$ cat config.mk
export PLATFORM = sky130hd
export DESIGN_NAME = mem_access_flat
export DESIGN_NICKNAME = d
export VERILOG_FILES = /design/src/rtl/mem_access_if.sv /design/src/rtl/mem_access.sv /design/src/flat_wrapper.sv
export SDC_FILE = /design/constraint.sdc
export NUM_CORES = 1
export LEC_CHECK = 0
export BUFFER_PORTS_ARGS = -buffer_cell sky130_fd_sc_hd__buf_2
export CAP_MARGIN = 10
export CORE_UTILIZATION = 25
export CTS_CLUSTER_DIAMETER = 80
export DETAILED_ROUTE_END_ITERATION = 8
export MAX_ROUTING_LAYER = met4
export PLACE_DENSITY = 0.4
export REMOVE_ABC_BUFFERS = 1
export SYNTH_ARGS = -nofsm -noshare
export SYNTH_HDL_FRONTEND = slang
export SYNTH_SLANG_ARGS = --single-unit
$ cat constraint.sdc
create_clock -name clk_in -period 8.7 [get_ports clk_in]
set_input_delay 0.87 -clock clk_in [delete_from_list [all_inputs] [get_ports clk_in]]
set_output_delay 0.87 -clock clk_in [all_outputs]
set_load 0.01 [all_outputs]
$ cat src/rtl/mem_access_if.sv
// mem_access_if: Execute-side request, writeback and byte-RAM signals of the MEM stage.
interface mem_access_if #(
  parameter int ADDR_LEN     = 32,
  parameter int REG_LEN      = 32,
  parameter int REG_ADDR_LEN = 5
);
  logic                    load_enable_i;
  logic                    store_enable_i;
  logic [ADDR_LEN-1:0]     load_store_addr_i;
  logic [REG_LEN-1:0]      data_i;
  logic [2:0]              funct3_i;
  logic [REG_ADDR_LEN-1:0] rd_addr_i;
  logic                    rd_write_enable_i;
  logic [7:0]              mem_din_i;
  logic [7:0]              mem_dout_o;
  logic [ADDR_LEN-1:0]     mem_a_o;
  logic                    mem_wr_o;
  logic [REG_LEN-1:0]      rd_data_o;
  logic [REG_ADDR_LEN-1:0] rd_addr_o;
  logic                    rd_write_enable_o;
  logic                    stall_o;
  modport master (
    output load_enable_i, store_enable_i, load_store_addr_i, data_i, funct3_i,
           rd_addr_i, rd_write_enable_i, mem_din_i,
    input  mem_dout_o, mem_a_o, mem_wr_o, rd_data_o, rd_addr_o, rd_write_enable_o, stall_o
  );
  modport slave (
    input  load_enable_i, store_enable_i, load_store_addr_i, data_i, funct3_i,
           rd_addr_i, rd_write_enable_i, mem_din_i,
    output mem_dout_o, mem_a_o, mem_wr_o, rd_data_o, rd_addr_o, rd_write_enable_o, stall_o
  );
endinterface

$ cat src/rtl/mem_access.sv
// mem_access: RV32I MEM stage, byte-serial little-endian loads/stores on an 8-bit RAM with pipeline stall.
module mem_access #(
  parameter int ADDR_LEN     = 32,
  parameter int REG_LEN      = 32,
  parameter int REG_ADDR_LEN = 5
) (
  input logic        clk_in,
  input logic        rst_in,
  mem_access_if.slave bus
);
  localparam logic [1:0] IDLE = 2'd0, LOAD = 2'd1, STORE = 2'd2, DONE = 2'd3;
  logic [1:0]              state_q, state_d, bi;
  logic [2:0]              cnt_q, cnt_d, f3_q, f3_d, n_bytes;
  logic [ADDR_LEN-1:0]     addr_q, addr_d;
  logic [REG_LEN-1:0]      data_q, data_d, buf_q, buf_d, ext, rd_data_q, rd_data_d;
  logic [REG_ADDR_LEN-1:0] rd_q, rd_d, rd_addr_q, rd_addr_d;
  logic                    we_q, we_d, rd_we_q, rd_we_d, req, access;
  assign req       = bus.load_enable_i | bus.store_enable_i;
  assign n_bytes   = f3_q[1:0] == 2'b00 ? 3'd1 : f3_q[1:0] == 2'b01 ? 3'd2 : 3'd4;
  assign access    = state_q == STORE || (state_q == LOAD && cnt_q < n_bytes);
  assign bi        = 2'(cnt_q - 3'd1);
  assign bus.mem_a_o    = access ? addr_q + ADDR_LEN'(cnt_q) : '0;
  assign bus.mem_wr_o   = state_q == STORE;
  assign bus.mem_dout_o = state_q == STORE ? data_q[{cnt_q[1:0], 3'b000} +: 8] : 8'h00;
  assign bus.stall_o    = !rst_in && (state_q == LOAD || state_q == STORE || (state_q == IDLE && req));
  assign bus.rd_data_o         = rd_data_q;
  assign bus.rd_addr_o         = rd_addr_q;
  assign bus.rd_write_enable_o = rd_we_q;
  // RAM returns the byte one cycle after its address, so cycle cnt holds byte cnt-1
  always_comb begin
    buf_d = buf_q;
    if (state_q == LOAD && cnt_q != 3'd0) buf_d[{bi, 3'b000} +: 8] = bus.mem_din_i;
  end
  assign ext = n_bytes == 3'd1 ? {{(REG_LEN-8){~f3_q[2] & buf_d[7]}}, buf_d[7:0]}
             : n_bytes == 3'd2 ? {{(REG_LEN-16){~f3_q[2] & buf_d[15]}}, buf_d[15:0]} : buf_d;
  always_comb begin
    state_d   = state_q;
    cnt_d     = cnt_q;
    addr_d    = addr_q;
    f3_d      = f3_q;
    data_d    = data_q;
    rd_d      = rd_q;
    we_d      = we_q;
    rd_data_d = rd_data_q;
    rd_addr_d = rd_addr_q;
    rd_we_d   = rd_we_q;
    case (state_q)
      IDLE: begin
        cnt_d = '0;
        if (bus.load_enable_i) begin
          state_d = LOAD;
          addr_d  = bus.load_store_addr_i;
          f3_d    = bus.funct3_i;
          rd_d    = bus.rd_addr_i;
          we_d    = bus.rd_write_enable_i;
          rd_we_d = 1'b0;
        end else if (bus.store_enable_i) begin
          state_d = STORE;
          addr_d  = bus.load_store_addr_i;
          f3_d    = bus.funct3_i;
          data_d  = bus.data_i;
          rd_we_d = 1'b0;
        end else begin
          rd_data_d = bus.data_i;
          rd_addr_d = bus.rd_addr_i;
          rd_we_d   = bus.rd_write_enable_i;
        end
      end
      LOAD: begin
        rd_we_d = 1'b0;
        cnt_d   = cnt_q + 3'd1;
        if (cnt_q == n_bytes) begin
          state_d   = DONE;
          cnt_d     = '0;
          rd_data_d = ext;
          rd_addr_d = rd_q;
          rd_we_d   = we_q;
        end
      end
      STORE: begin
        rd_we_d = 1'b0;
        cnt_d   = cnt_q + 3'd1;
        if (cnt_q == n_bytes - 3'd1) state_d = DONE;
      end
      default: state_d = IDLE;
    endcase
  end
  always_ff @(posedge clk_in) begin
    if (rst_in) begin
      state_q   <= IDLE;
      cnt_q     <= '0;
      addr_q    <= '0;
      f3_q      <= '0;
      data_q    <= '0;
      buf_q     <= '0;
      rd_q      <= '0;
      we_q      <= 1'b0;
      rd_data_q <= '0;
      rd_addr_q <= '0;
      rd_we_q   <= 1'b0;
    end else begin
      state_q   <= state_d;
      cnt_q     <= cnt_d;
      addr_q    <= addr_d;
      f3_q      <= f3_d;
      data_q    <= data_d;
      buf_q     <= buf_d;
      rd_q      <= rd_d;
      we_q      <= we_d;
      rd_data_q <= rd_data_d;
      rd_addr_q <= rd_addr_d;
      rd_we_q   <= rd_we_d;
    end
  end
endmodule

$ cat src/flat_wrapper.sv
// flat-port wrapper written by rule: the top's interface ports become plain ports
module mem_access_flat 
#(
  parameter int ADDR_LEN     = 32,
  parameter int REG_LEN      = 32,
  parameter int REG_ADDR_LEN = 5
)
  (clk_in, rst_in, bus_load_enable_i, bus_store_enable_i, bus_load_store_addr_i, bus_data_i, bus_funct3_i, bus_rd_addr_i, bus_rd_write_enable_i, bus_mem_din_i, bus_mem_dout_o, bus_mem_a_o, bus_mem_wr_o, bus_rd_data_o, bus_rd_addr_o, bus_rd_write_enable_o, bus_stall_o);
  mem_access_if #(.ADDR_LEN(ADDR_LEN), .REG_LEN(REG_LEN), .REG_ADDR_LEN(REG_ADDR_LEN)) bus_i ();
  input logic clk_in;
  input logic rst_in;
  input wire logic [$bits(bus_i.load_enable_i)-1:0] bus_load_enable_i;
  input wire logic [$bits(bus_i.store_enable_i)-1:0] bus_store_enable_i;
  input wire logic [$bits(bus_i.load_store_addr_i)-1:0] bus_load_store_addr_i;
  input wire logic [$bits(bus_i.data_i)-1:0] bus_data_i;
  input wire logic [$bits(bus_i.funct3_i)-1:0] bus_funct3_i;
  input wire logic [$bits(bus_i.rd_addr_i)-1:0] bus_rd_addr_i;
  input wire logic [$bits(bus_i.rd_write_enable_i)-1:0] bus_rd_write_enable_i;
  input wire logic [$bits(bus_i.mem_din_i)-1:0] bus_mem_din_i;
  output wire logic [$bits(bus_i.mem_dout_o)-1:0] bus_mem_dout_o;
  output wire logic [$bits(bus_i.mem_a_o)-1:0] bus_mem_a_o;
  output wire logic [$bits(bus_i.mem_wr_o)-1:0] bus_mem_wr_o;
  output wire logic [$bits(bus_i.rd_data_o)-1:0] bus_rd_data_o;
  output wire logic [$bits(bus_i.rd_addr_o)-1:0] bus_rd_addr_o;
  output wire logic [$bits(bus_i.rd_write_enable_o)-1:0] bus_rd_write_enable_o;
  output wire logic [$bits(bus_i.stall_o)-1:0] bus_stall_o;
  assign bus_i.load_enable_i = bus_load_enable_i;
  assign bus_i.store_enable_i = bus_store_enable_i;
  assign bus_i.load_store_addr_i = bus_load_store_addr_i;
  assign bus_i.data_i = bus_data_i;
  assign bus_i.funct3_i = bus_funct3_i;
  assign bus_i.rd_addr_i = bus_rd_addr_i;
  assign bus_i.rd_write_enable_i = bus_rd_write_enable_i;
  assign bus_i.mem_din_i = bus_mem_din_i;
  assign bus_mem_dout_o = bus_i.mem_dout_o;
  assign bus_mem_a_o = bus_i.mem_a_o;
  assign bus_mem_wr_o = bus_i.mem_wr_o;
  assign bus_rd_data_o = bus_i.rd_data_o;
  assign bus_rd_addr_o = bus_i.rd_addr_o;
  assign bus_rd_write_enable_o = bus_i.rd_write_enable_o;
  assign bus_stall_o = bus_i.stall_o;
  mem_access #(.ADDR_LEN(ADDR_LEN), .REG_LEN(REG_LEN), .REG_ADDR_LEN(REG_ADDR_LEN)) u_core (.clk_in(clk_in), .rst_in(rst_in), .bus(bus_i));
endmodule
Yosys cells after proc, flatten, opt, wreduce, memory -nomap -nowiden
Index checks and enable logic that the tools add are counted.
W data, S select, Z words.

operators by class
  add/subtract/negate cells = 5
  multipliers = 0
  div/mod/pow operators = 0
  magnitude comparators = 1
  equal/unequal tests = 12
  shift operators = 3
  multiplexer cells = 31
  bitwise logic cells = 5
  reductions and logical operators = 19

operators with widths
  cell                      number
  $mux W32                  9
  $pmux W32 S2              1
  $add A32 B3 Y32           1
  $bwmux W32                1
  $shift A8 B7 Y32 const A  1
  $shiftx A32 B6 Y8         1
  $shiftx A8 B7 Y32         1
  $mux W3                   5
  $mux W5                   3
  $pmux W5 S2               1
  $pmux W3 S3               1
  $mux W2                   4
  $mux W8                   1
  $neg A5 Y7                1
  $eq A3 B3 Y1              2
  $ne A2 B2 Y1 const B      3
  $pmux W2 S3               1
  $reduce_and A3 Y1         2
  $reduce_bool A3 Y1        2
  $eq A2 B1 Y1 const B      2
  $logic_and A1 B1 Y1       4
  $logic_not A2 Y1          2
  $reduce_and A2 Y1         2
  $reduce_and A4 Y1         1
  other kinds (17)          24

word-level totals
  flip-flop bits (word level) = 148
  latch bits = 0
  bits in writable memories = 0
  memory bits (read-only) = 0
  input port bits = 85
  word-level logic and storage cells = 87
  memories = 0

Longest topological paths before layout
  depth after elaboration = 10
  depth in mapped cells = 9

Least setup slack after synthesis
Ideal clock, no wire load.

  path kind = flip-flop to output port
  start point = reg u_core.cnt_q[1]
  end point = out bus_mem_a_o[14]
  arrival time = 2315 ps
  data required time = 7830 ps
  setup slack = 5515 ps
  cell stages (with the launch flop) = 9
  buffers on the path = 1
  path through = dfxtp_1 clkbuf_1 inv_1 fa_1 nor2b_1 nor2_1 nor4b_1 xnor2_1 nor2_1

on the way
  cells in the longest elaborated chain, start to end = 4

ends and longest elaborated chain
  what                                                                     RTL line            text
  start, declared                                                          mem_access.sv:13    logic [2:0] cnt_q, cnt_d, f3_q, f3_d, n_bytes;
  start signal, assigned                                                   mem_access.sv:103   cnt_q <= cnt_d;
  parallel branches: the longest is 3 deep, another holds $add A32 B3 Y32  --
  $mux W32 (*)                                                             mem_access.sv:22    assign bus.mem_a_o = access ? addr_q + ADDR_LEN'(cnt_q) : '0;
  end, declared                                                            flat_wrapper.sv:21  output wire logic [$bits(bus_i.mem_a_o)-1:0] bus_mem_a_o;

Every way passes the cells marked *.

Final worst setup path
  start point = reg u_core.cnt_q[1]
  end point = out bus_mem_a_o[20]

Same word-level chain as after synthesis.

==> reports/metrics.cfg <==
[run_status]
outcome=completed

[floorplan]
die_w_um=173
fp.dieArea_um2=29800
starting_utilization_of_the_core_area=0.254
floorplan.die.height_um=173
rows=62
floorplan.core_area_um2=28600
floorplan.io_pins=165

[placed_design]
gp_routability_congestion=0.774
dp.final_hpwl_mm=17.1
place_worst_setup_slack_ns=4.74
port_buffers=164
placed_cells_incl_taps=1404

[clock_network]
ctsHoldBuffers=0
clkSinkCount=148
worst_setup_hold_path_clk_slew_ns=0.07
worst_skew_pair.late_latency_ns=0.43
cts_tree=done
clock_tree.buffer_depth=2
resized_gates_after_cts=0
cts_inserted_buffers=17
ctsRootBufferMaster=sky130_fd_sc_hd__clkbuf_16
htreeDepth=4
post-cts-setup-buffer-count=0

[synth]
share_of_the_synthesized_area_in_the_top_cell_type=0.408
synthMuxAreaShare=0.0330
post_synth_xor_area_fraction=0.0313
ys_warn_count=0
synth_common_cells=sky130_fd_sc_hd__nand2_1, sky130_fd_sc_hd__dfxtp_1, sky130_fd_sc_hd__a21oi_1, sky130_fd_sc_hd__nor2_1, sky130_fd_sc_hd__clkbuf_1
synth_compound_gate_area_share=0.194
post_synth_and_or_nand_nor_area_fraction=0.261
synth_fa_ha_area_frac=0.0320
synthFlopType=sky130_fd_sc_hd__dfxtp_1
synthArstFlopShare=0
largest_family_of_logic_cells_by_synthesized_area=simple AND/OR/NAND/NOR gates
post_synth.cell_area_avg_um2=8.00
synth.distinct_cells=53
proportion_of_synthesized_chip_area_in_sequential_cells=0.408
synth_area_leaders=sky130_fd_sc_hd__dfxtp_1, sky130_fd_sc_hd__nand2_1, sky130_fd_sc_hd__a21oi_1
synthMostInstantiatedCell=sky130_fd_sc_hd__nand2_1
synth_top_area_cell=sky130_fd_sc_hd__dfxtp_1
synth_seq_cells=148
netlist_area_um2=7270
synth_edf_count=0
syn-instance-count=909

[worst_setup_path]
setup_cp_type=reg2out
worst_path_cell_chain=inv_1, fa_1, nor2b_1, nor2_1, nor4b_1, xnor2_1, nor2_1, buf_2
crit_slowest_cell=sky130_fd_sc_hd__dfxtp_1
timing.critical_path.arrival_ns=3.48
worstPathRequired_ns=7.83
cpMostUsedCell=sky130_fd_sc_hd__nor2_1
end_kind=output port
worst_setup_path_start_kind=flop
timing.critical_path.fanout_max=16
worst_path_largest_cell_delay_ns=0.98

[global_route]
number_of_global_route_vias_before_repair=6864
maximum_number_of_pins_on_one_net_before_global_route_repair=84
antenna_found_initial=1
grt_use_total=0.175
grt.overflow.total=0
first_pass_grt_wire_length_mm=39.8

[route]
drcViolationCount=0
route.detailed.wl_per_inst_um=17.6
wirelength_mm=25.3
final_antenna_net_count=0
via_count=6966
detail_route.iter0.violations=509
post_detailed_route_via_to_cell_ratio=4.85
dr.pass1.iters=5

[timing]
period_share=0.500
max_clock_freq_mhz=230
setup_tns_ns=0
rsz0062_at_grt=false
timing.final.crit_period_ns=4.35
max_slew.worst_pin.slew_ns=1.01
final_hold_vios=0
final_critical_path_setup_slack_ns=4.35
worst_rel_slew_slack=0.327
report.final.slew_viol_count=0
finClkSkew_ns=0.0125
report.final.setup_viol=0

[cells_and_area]
multi_input_comb_area_um2=4040
layout.cells.non_filler=1437
area.growth.synth_to_final_pct=24.2
final_net_count=1142
num-fill-cells=3155
area.sequential_um2=2960
layout-drive-gt1-share=0.225
finish.utilization=0.316

[pwr]
worst_ir_drop_vdd_mv=0.132
pwr_density_cell_nw_per_um2=267
static-leakage-power_nw=3.41

[job]
max_cap_violations=0

[worst_hold_path]
min_path_type=reg2reg

[layout by cell type, fill, tap and decap left out, drive strengths merged, types with 3 or more instances in the layout]
master,netlist,final
nand2,186,186
buf,12,177
dfxtp,148,148
a21oi,100,100
nor2,78,78
o21ai,34,34
nand3,31,31
a221oi,23,23
a22oi,22,22
xnor2,20,20
clkbuf,54,17
ha,17,17
or3,16,16
inv,9,16
a211oi,14,14
and3,11,11
and2,10,10
nor4,10,10
nand4,9,9
nor2b,9,9
a31oi,9,9
nor3,9,9
mux4,8,8
nand3b,8,8
or2,8,8
o41ai,7,7
clkinv,1,7
and4,6,6
xor2,6,6
mux2i,6,6
a32o,6,6
nor4b,5,5
nor3b,3,3
[final timing paths]
path / startpoint / end / slack [ns] / cells past startpoint
worst max-delay path: u_core.cnt_q[1] / bus_mem_a_o[20] / 4.35 / 8
worst min-delay path: u_core.rd_q[0] / u_core.rd_q[0] / 0.45 / 2
worst max register to register: u_core.cnt_q[1] / u_core.bus.rd_data_o[3] / 4.94 / 7
worst min register to register: u_core.rd_q[0] / u_core.rd_q[0] / 0.45 / 2
[logic make-up after synthesis]
| logic type | Yosys count |
|---|---|
| AND/OR/NAND/NOR | 403 |
| AO/OA/AOI/OAI | 224 |
| flip-flops | 148 |
| buffers and inverters | 76 |
| XOR/XNOR | 26 |
| adder cells (fa/ha/maj) | 18 |
| multiplexers | 14 |
[worst max-delay path: cells and delay by family, from the launching register on]
kind,cells,cell delay (ns)
AND/OR/NAND/NOR,4,0.98
adder cells (fa/ha/maj),1,0.48
buffers and inverters,2,0.44
XOR/XNOR,1,0.16
flip-flops,1,0.98
[report_power, final]
group          switching [mW]  internal (mW)
clock                   0.343          0.407
sequential              0.104          0.797
combinational           0.492          0.272
[routing by layer]
layer,GRT usage,share of wire,up-vias
met5,-,0,-
met1,0.231,0.48,3291
met4,0.0450,0.013,0
li1,-,-,3480
met2,0.277,0.47,177
met3,0.0308,0.041,18
[registers in the layout, indices dropped and copies added, names as in the netlist]
register,count
u_core.addr_q,32
u_core.buf_q,32
u_core.bus.rd_addr_o,5
u_core.bus.rd_data_o,32
u_core.bus.rd_write_enable_o,1
u_core.cnt_q,3
u_core.data_q,32
u_core.f3_q,3
u_core.rd_q,5
u_core.state_q,2
u_core.we_q,1
[layout make-up]
class | instances | share of cell area
multi-input combinational | 685 | 0.447
timing repair buffer | 177 | 0.102
antenna | 1 | 0.000277
inverter | 10 | 0.00416
tap | 384 | 0.0532
sequential | 148 | 0.328
clock buffer | 17 | 0.0471
clock inverter | 15 | 0.0181
[through the flow]
stage / hold WS, ns / power, mW / instance area (µm²)
after global placement: 0.441 / 1.70 / 8440
after CTS: 0.457 / 2.45 / 9030
final: 0.455 / 2.41 / 9030
after floorplan: 0.427 / 1.34 / 7010
after detailed placement: 0.447 / 1.69 / 8440
after global routing: 0.465 / 2.57 / 9030
(Power assumes the default switching activity.)
